**src/rtl/core_ifetch_pf.sv**
```systemverilog
// Instruction prefetcher: issues in-order AXI read requests ahead of the consumer and
// buffers the returned words with their PCs in a show-ahead FIFO; supports flush/redirect.
module core_ifetch_pf #(
    parameter logic [31:0] PC_INIT    = 32'h0,
    parameter int unsigned AXI_AWIDTH = 32,
    parameter int unsigned AXI_DWIDTH = 32,
    parameter int unsigned FIFO_DEPTH = 4
) (
    input  logic                  CLK,
    input  logic                  RST,
    output logic [AXI_AWIDTH-1:0] AXI_ARADDR,
    output logic                  AXI_ARVALID,
    input  logic                  AXI_ARREADY,
    input  logic [AXI_DWIDTH-1:0] AXI_RDATA,
    input  logic [1:0]            AXI_RRESP,
    input  logic                  AXI_RVALID,
    output logic                  AXI_RREADY,
    output logic                  INSTR_VALID,
    output logic [31:0]           INSTRUCTION,
    output logic [31:0]           INSTR_PC,
    output logic                  INSTR_ERR,
    input  logic                  INSTR_READY,
    input  logic                  C_REDIRECT,
    input  logic [31:0]           REDIRECT_PC
);

    localparam int unsigned PW  = $clog2(FIFO_DEPTH);
    localparam int unsigned CW  = PW + 1;
    localparam int unsigned CW1 = CW + 1;

    logic [31:0]   r_fpc;
    logic [31:0]   r_araddr;
    logic          r_arvalid;
    logic          r_stale;
    logic          r_rready;
    logic          r_halted;
    logic [CW-1:0] r_count;
    logic [CW-1:0] r_out;
    logic [CW-1:0] r_discard;
    logic [PW-1:0] r_wptr;
    logic [PW-1:0] r_rptr;
    logic [PW-1:0] r_qwptr;
    logic [PW-1:0] r_qrptr;
    logic [31:0]   r_data [FIFO_DEPTH];
    logic [31:0]   r_pc   [FIFO_DEPTH];
    logic          r_err  [FIFO_DEPTH];
    logic [31:0]   r_aq   [FIFO_DEPTH];

    logic           w_ar_hs;
    logic           w_r_hs;
    logic           w_drop;
    logic           w_push;
    logic           w_pop;
    logic           w_valid;
    logic           w_r_err;
    logic           w_hold;
    logic           w_issue;
    logic           w_aq_push;
    logic [31:0]    w_fpc_nxt;
    logic [CW-1:0]  w_count_nxt;
    logic [CW-1:0]  w_out_nxt;
    logic [CW-1:0]  w_discard_nxt;
    logic           w_halted_nxt;
    logic [CW1-1:0] w_credit;

    assign w_ar_hs   = r_arvalid & AXI_ARREADY;
    assign w_r_hs    = AXI_RVALID & r_rready;
    assign w_drop    = w_r_hs & (r_discard != '0);
    assign w_push    = w_r_hs & (r_discard == '0) & ~C_REDIRECT;
    assign w_valid   = (r_count != '0);
    assign w_pop     = w_valid & INSTR_READY & ~C_REDIRECT;
    assign w_r_err   = (AXI_RRESP != 2'b00);
    assign w_hold    = r_arvalid & ~AXI_ARREADY;
    // A request that was pending at redirect belongs to the old stream: no PC advance, no queue entry
    assign w_aq_push = w_ar_hs & ~r_stale & ~C_REDIRECT;
    assign w_fpc_nxt = r_fpc + ((w_ar_hs & ~r_stale) ? 32'd4 : 32'd0);

    always_comb begin
        w_count_nxt   = r_count;
        w_out_nxt     = r_out + CW'(w_ar_hs) - CW'(w_r_hs);
        w_discard_nxt = r_discard;
        w_halted_nxt  = r_halted | (w_push & w_r_err);
        if (C_REDIRECT) begin
            w_count_nxt   = '0;
            // Everything still outstanding after this cycle, including a held AR, gets dropped
            w_discard_nxt = r_out + CW'(r_arvalid) - CW'(w_r_hs);
            w_halted_nxt  = 1'b0;
        end else begin
            if (w_push && !w_pop) begin
                w_count_nxt = r_count + CW'(1);
            end else if (w_pop && !w_push) begin
                w_count_nxt = r_count - CW'(1);
            end
            if (w_drop) begin
                w_discard_nxt = r_discard - CW'(1);
            end
        end
        w_credit = CW1'(w_count_nxt) + CW1'(w_out_nxt);
        w_issue  = ~C_REDIRECT & ~w_halted_nxt & (w_discard_nxt == '0)
                 & (w_credit < CW1'(FIFO_DEPTH));
    end

    always_ff @(posedge CLK) begin
        if (RST) begin
            r_fpc     <= PC_INIT;
            r_araddr  <= PC_INIT;
            r_arvalid <= 1'b0;
            r_stale   <= 1'b0;
            r_rready  <= 1'b0;
            r_halted  <= 1'b0;
            r_count   <= '0;
            r_out     <= '0;
            r_discard <= '0;
            r_wptr    <= '0;
            r_rptr    <= '0;
            r_qwptr   <= '0;
            r_qrptr   <= '0;
        end else begin
            r_rready  <= 1'b1;
            r_count   <= w_count_nxt;
            r_out     <= w_out_nxt;
            r_discard <= w_discard_nxt;
            r_halted  <= w_halted_nxt;
            r_fpc     <= C_REDIRECT ? {REDIRECT_PC[31:2], 2'b00} : w_fpc_nxt;
            if (w_hold) begin
                r_stale <= r_stale | C_REDIRECT;
            end else begin
                r_stale   <= 1'b0;
                r_arvalid <= w_issue;
                if (w_issue) begin
                    r_araddr <= w_fpc_nxt;
                end
            end
            if (C_REDIRECT) begin
                r_wptr  <= '0;
                r_rptr  <= '0;
                r_qwptr <= '0;
                r_qrptr <= '0;
            end else begin
                if (w_push) begin
                    r_wptr  <= r_wptr + PW'(1);
                    r_qrptr <= r_qrptr + PW'(1);
                end
                if (w_pop) begin
                    r_rptr <= r_rptr + PW'(1);
                end
                if (w_aq_push) begin
                    r_qwptr <= r_qwptr + PW'(1);
                end
            end
        end
    end

    // Storage arrays need no reset: visibility is qualified by the counters
    always_ff @(posedge CLK) begin
        if (!RST && w_push) begin
            r_data[r_wptr] <= AXI_RDATA[31:0];
            r_pc[r_wptr]   <= r_aq[r_qrptr];
            r_err[r_wptr]  <= w_r_err;
        end
        if (!RST && w_aq_push) begin
            r_aq[r_qwptr] <= r_araddr;
        end
    end

    assign AXI_ARADDR  = r_araddr[AXI_AWIDTH-1:0];
    assign AXI_ARVALID = r_arvalid;
    assign AXI_RREADY  = r_rready;
    assign INSTR_VALID = w_valid;
    assign INSTRUCTION = w_valid ? r_data[r_rptr] : 32'd0;
    assign INSTR_PC    = w_valid ? r_pc[r_rptr] : 32'd0;
    assign INSTR_ERR   = w_valid ? r_err[r_rptr] : 1'b0;

endmodule

```
**config.mk**
```make
export PLATFORM = sky130hd
export DESIGN_NAME = core_ifetch_pf
export DESIGN_NICKNAME = d
export VERILOG_FILES = /design/src/rtl/core_ifetch_pf.sv
export SDC_FILE = /design/constraint.sdc
export NUM_CORES = 1
export LEC_CHECK = 0
export ABC_CLOCK_PERIOD_IN_PS = 10600
export BUFFER_PORTS_ARGS = -buffer_cell sky130_fd_sc_hd__buf_2
export CORE_MARGIN = 4
export CORE_UTILIZATION = 40
export CTS_CLUSTER_SIZE = 30
export DETAILED_ROUTE_END_ITERATION = 10
export PLACE_DENSITY = 0.67
export SLEW_MARGIN = 25
export SYNTH_ARGS = -nofsm -noshare
export SYNTH_HDL_FRONTEND = slang
export SYNTH_SLANG_ARGS = --single-unit
```
**constraint.sdc**
```tcl
create_clock -name CLK -period 10.6 [get_ports CLK]
set_input_delay 2.12 -clock CLK [delete_from_list [all_inputs] [get_ports CLK]]
set_output_delay 2.12 -clock CLK [all_outputs]
set_load 0.02 [all_outputs]
```
==> impl_metrics.toml <==
[status]
status = "completed"

[clock_tree]
clockBufferDepth = 3
holdBufCountCts = 0
numCtsBuffers = 48
clock-sinks = 457
cts-resized-gates = 0
cts.root.buffer_cell = "clkbuf_16"
clk_pin_slew_ps = 60
postCtsSetupRepairBufs = 0
clock_latency_ps = 560
cts_tree = "done"
cts-htree-levels = 2

[critical_path]
reg2reg_depth = 17
r2r_setup_slack_ps = 5920
reg2reg_from = "r_count[0]$_SDFF_PP0_"
crit_end = "AXI_ARADDR[24]$_SDFFE_PP0P_"
crit_fanout = 14
required_ps = 11010
critPathKind = "in2reg"
startpoint = "AXI_RVALID"
endpoint_kind = "register"
r2r_end = "AXI_ARADDR[24]$_SDFFE_PP0P_"
critPathLaunchType = "primary input"
worstPathArrival_ps = 5850

[cells_and_area]
antennaDiodeCount = 0
nFillCells = 3790
area_delta_synth_final_pct = 16.3
regArea_mm2 = 0.0129
final_area_mm2 = 0.0210
utilization_pct = 47.2
nets = 1293
multi_input_area_mm2 = 0.00481
drive_above_1_share_pct = 31.7
final_cells = 1827

[drt]
wl_met1_um = 16600
routedWlPerCell_um = 20.0
drtPass1Iterations = 5
ant_nets = 0
wl_um = 36600
wl_met3_um = 1880
num_vias = 9351
top_layer = "met5"
drtIter0Drc = 511
via_per_inst = 5.12
wl_met2_um = 17500
drc = 0

[floorplan]
die_y_um = 220
die_area_mm2 = 0.0485
die_x_um = 220
initial_utilization_pct = 40.6
io_pins = 172
rows = 77
core_area_mm2 = 0.0444

[flow_run]
maxCapViolations = 0

[power]
switching_share_pct = 23.5
p_leak_nw = 7.14
clockPowerShare_pct = 39.7
combPwrFrac_pct = 9.1
p_total_mw = 4.06
internal_power_mw = 3.10
irDropWorstVdd_mv = 0.151
netSwitchingPower_mw = 0.956
power.density_mw_per_mm2 = 194
p_seq_share_pct = 51.2

[grt]
grt_max_degree = 67
grt_pass1_wl_um = 56600
antenna_found_initial = 1
grt_pass1_vias = 9638
overflow = 0
grt.total_usage_pct = 15.2

[sta]
fin_tns_setup_ps = 0
finalSetupViolations = 0
rsz0062_at_grt = "false"
slew_headroom_pct = 31.7
clock.fmax_ghz = 0.184
drv_slew = 0
fin_crit_ps = 5440
hold_viol_final = 0
worst_pin_slew_ps = 1020
setup_slack_ps = 5160
fin_crit_sh_pct = 51.3
hold_ws_ps = 481
clock-skew-final_ps = 6.10

[place]
gp_congestion = 0.768
dp_slack_ps = 4580
dp.cells = 1739
placed_cell_area_mm2 = 0.0194
io_buffers = 165
dp_hpwl_um = 21500

[synthesis]
yosysSeqAreaShare_pct = 71.5
ys_warn_count = 0
ys_ff_latch = 457
postSynthAreaPerCell_um2 = 17.5
netlist_area_mm2 = 0.0180
synth_cell_type_count = 47
syn_inst = 1028

[min_path]
hold_class = "reg2reg"
[kinds of logic after synthesis]
kind of cell | after synthesis | share of synthesized area (%)
xor+xnor | 39 | 1.90
simple gates | 238 | 6.98
other cells | 1 | 0.0208
mux | 97 | 11.9
flops | 457 | 71.5
compound gates | 93 | 4.13
fa+ha+maj | 23 | 1.68
buf+inv | 80 | 1.98
[how the worst min path moves through the flow]
stage,cells past startpoint,startpoint,to
3_3_place_gp,2,r_stale$_SDFF_PP0_,r_stale$_SDFF_PP0_
5_1_grt,2,r_stale$_SDFF_PP0_,r_stale$_SDFF_PP0_
3_5_place_dp,2,r_stale$_SDFF_PP0_,r_stale$_SDFF_PP0_
4_1_cts,2,r_stale$_SDFF_PP0_,r_stale$_SDFF_PP0_
6_report,2,r_stale$_SDFF_PP0_,r_stale$_SDFF_PP0_
2_1_floorplan,2,r_stale$_SDFF_PP0_,r_stale$_SDFF_PP0_
[cells in the mapped netlist, drive strengths merged]
| master | number | share of area [%] |
|---|---|---|
| edfxtp | 372 | 62 |
| nand3 | 17 | 0.47 |
| or4 | 1 | 0.063 |
| clkbuf | 35 | 0.74 |
| mux2i | 3 | 0.17 |
| fa | 2 | 0.22 |
| a41oi | 1 | 0.049 |
| or2 | 2 | 0.069 |
| and2 | 67 | 2.3 |
| and4 | 3 | 0.15 |
| xor2 | 11 | 0.53 |
| conb | 1 | 0.021 |
| o21ai | 3 | 0.083 |
| a21boi | 1 | 0.042 |
| dfxtp | 85 | 9.4 |
| nand2 | 25 | 0.52 |
| a21o | 1 | 0.042 |
| nor2 | 69 | 1.5 |
| o211a | 4 | 0.26 |
| inv | 21 | 0.44 |
| nand2b | 3 | 0.10 |
| xnor2 | 28 | 1.4 |
| mux2 | 1 | 0.063 |
| a21oi | 52 | 1.7 |
| mux4 | 93 | 12 |
| a311oi | 2 | 0.097 |
| a2111oi | 1 | 0.15 |
| o211ai | 1 | 0.042 |
| nand4 | 8 | 0.31 |
| nor3 | 24 | 0.67 |
| buf | 24 | 0.81 |
| nor4 | 5 | 0.34 |
| and4b | 1 | 0.056 |
| ha | 21 | 1.5 |
| a211oi | 27 | 1.7 |
| and3 | 11 | 0.38 |
| nor2b | 2 | 0.069 |
[layout by cell type (no fill, tap or decap), types with 6 or more instances in the layout]
cell | synthesis | routed
buf_2 | 8 | 165
dfxtp_1 | 85 | 81
nand4_1 | 7 | 7
clkinv_1 | 0 | 8
a21oi_2 | 10 | 10
and2_1 | 67 | 67
ha_1 | 21 | 21
inv_1 | 21 | 21
nor2_1 | 68 | 68
and3_2 | 0 | 8
buf_4 | 6 | 8
nand3_1 | 17 | 17
mux4_2 | 93 | 93
clkinv_2 | 0 | 12
xor2_1 | 11 | 11
edfxtp_1 | 372 | 372
clkbuf_16 | 0 | 49
a211oi_2 | 21 | 21
nor3_1 | 24 | 24
a211oi_1 | 6 | 6
nand2_1 | 25 | 25
clkbuf_1 | 34 | 11
xnor2_1 | 28 | 28
a21oi_1 | 42 | 42
[worst max-delay path, stage by stage]
cell and delay (ps):
buf_2 110, and2_1 210, ha_1 310, inv_1 60, ha_1 130, inv_1 40, fa_1 380, xnor2_1 210
ha_1 260, or4_4 490, a2111oi_4 320, o211ai_1 140, buf_4 200, nor2_2 400, buf_4 360, a211oi_2 100
[flip-flops by register name, summed over array words and instances (netlist names), 3 cells and up, named ones only]
register / count
r_err: 4
r_fpc: 30
AXI_ARADDR: 30
r_data: 128
r_pc: 120
r_aq: 120
r_out: 3
r_count: 3
r_discard: 3
[cell type report]
type                    instances  share of cell area (%)
clock buffers                  61                    6.11
clock inverters                26                    1.07
inverters                      21                   0.376
multi-input cells             494                    23.0
flip-flops and latches        457                    61.5
well taps                     592                    3.53
repair buffers                176                    4.47
[power by group through the flow]
stage          registers, mW  logic [mW]  clock network, mW
6_report                2.08       0.370               1.61
5_1_grt                 2.09       0.407               1.74
4_1_cts                 2.08       0.378               1.66
3_5_place_dp            2.12       0.375                  0
3_3_place_gp            2.11       0.371                  0
2_1_floorplan           2.12       0.238                  0
[layer usage]
metal / global-route usage (%) / vias to the layer above
li1: - / 4299
met1: 21.2 / 4778
met2: 24.6 / 225
met5: 0 / -
met4: 3.73 / 2
met3: 3.31 / 47
(Power assumes the default switching activity.)
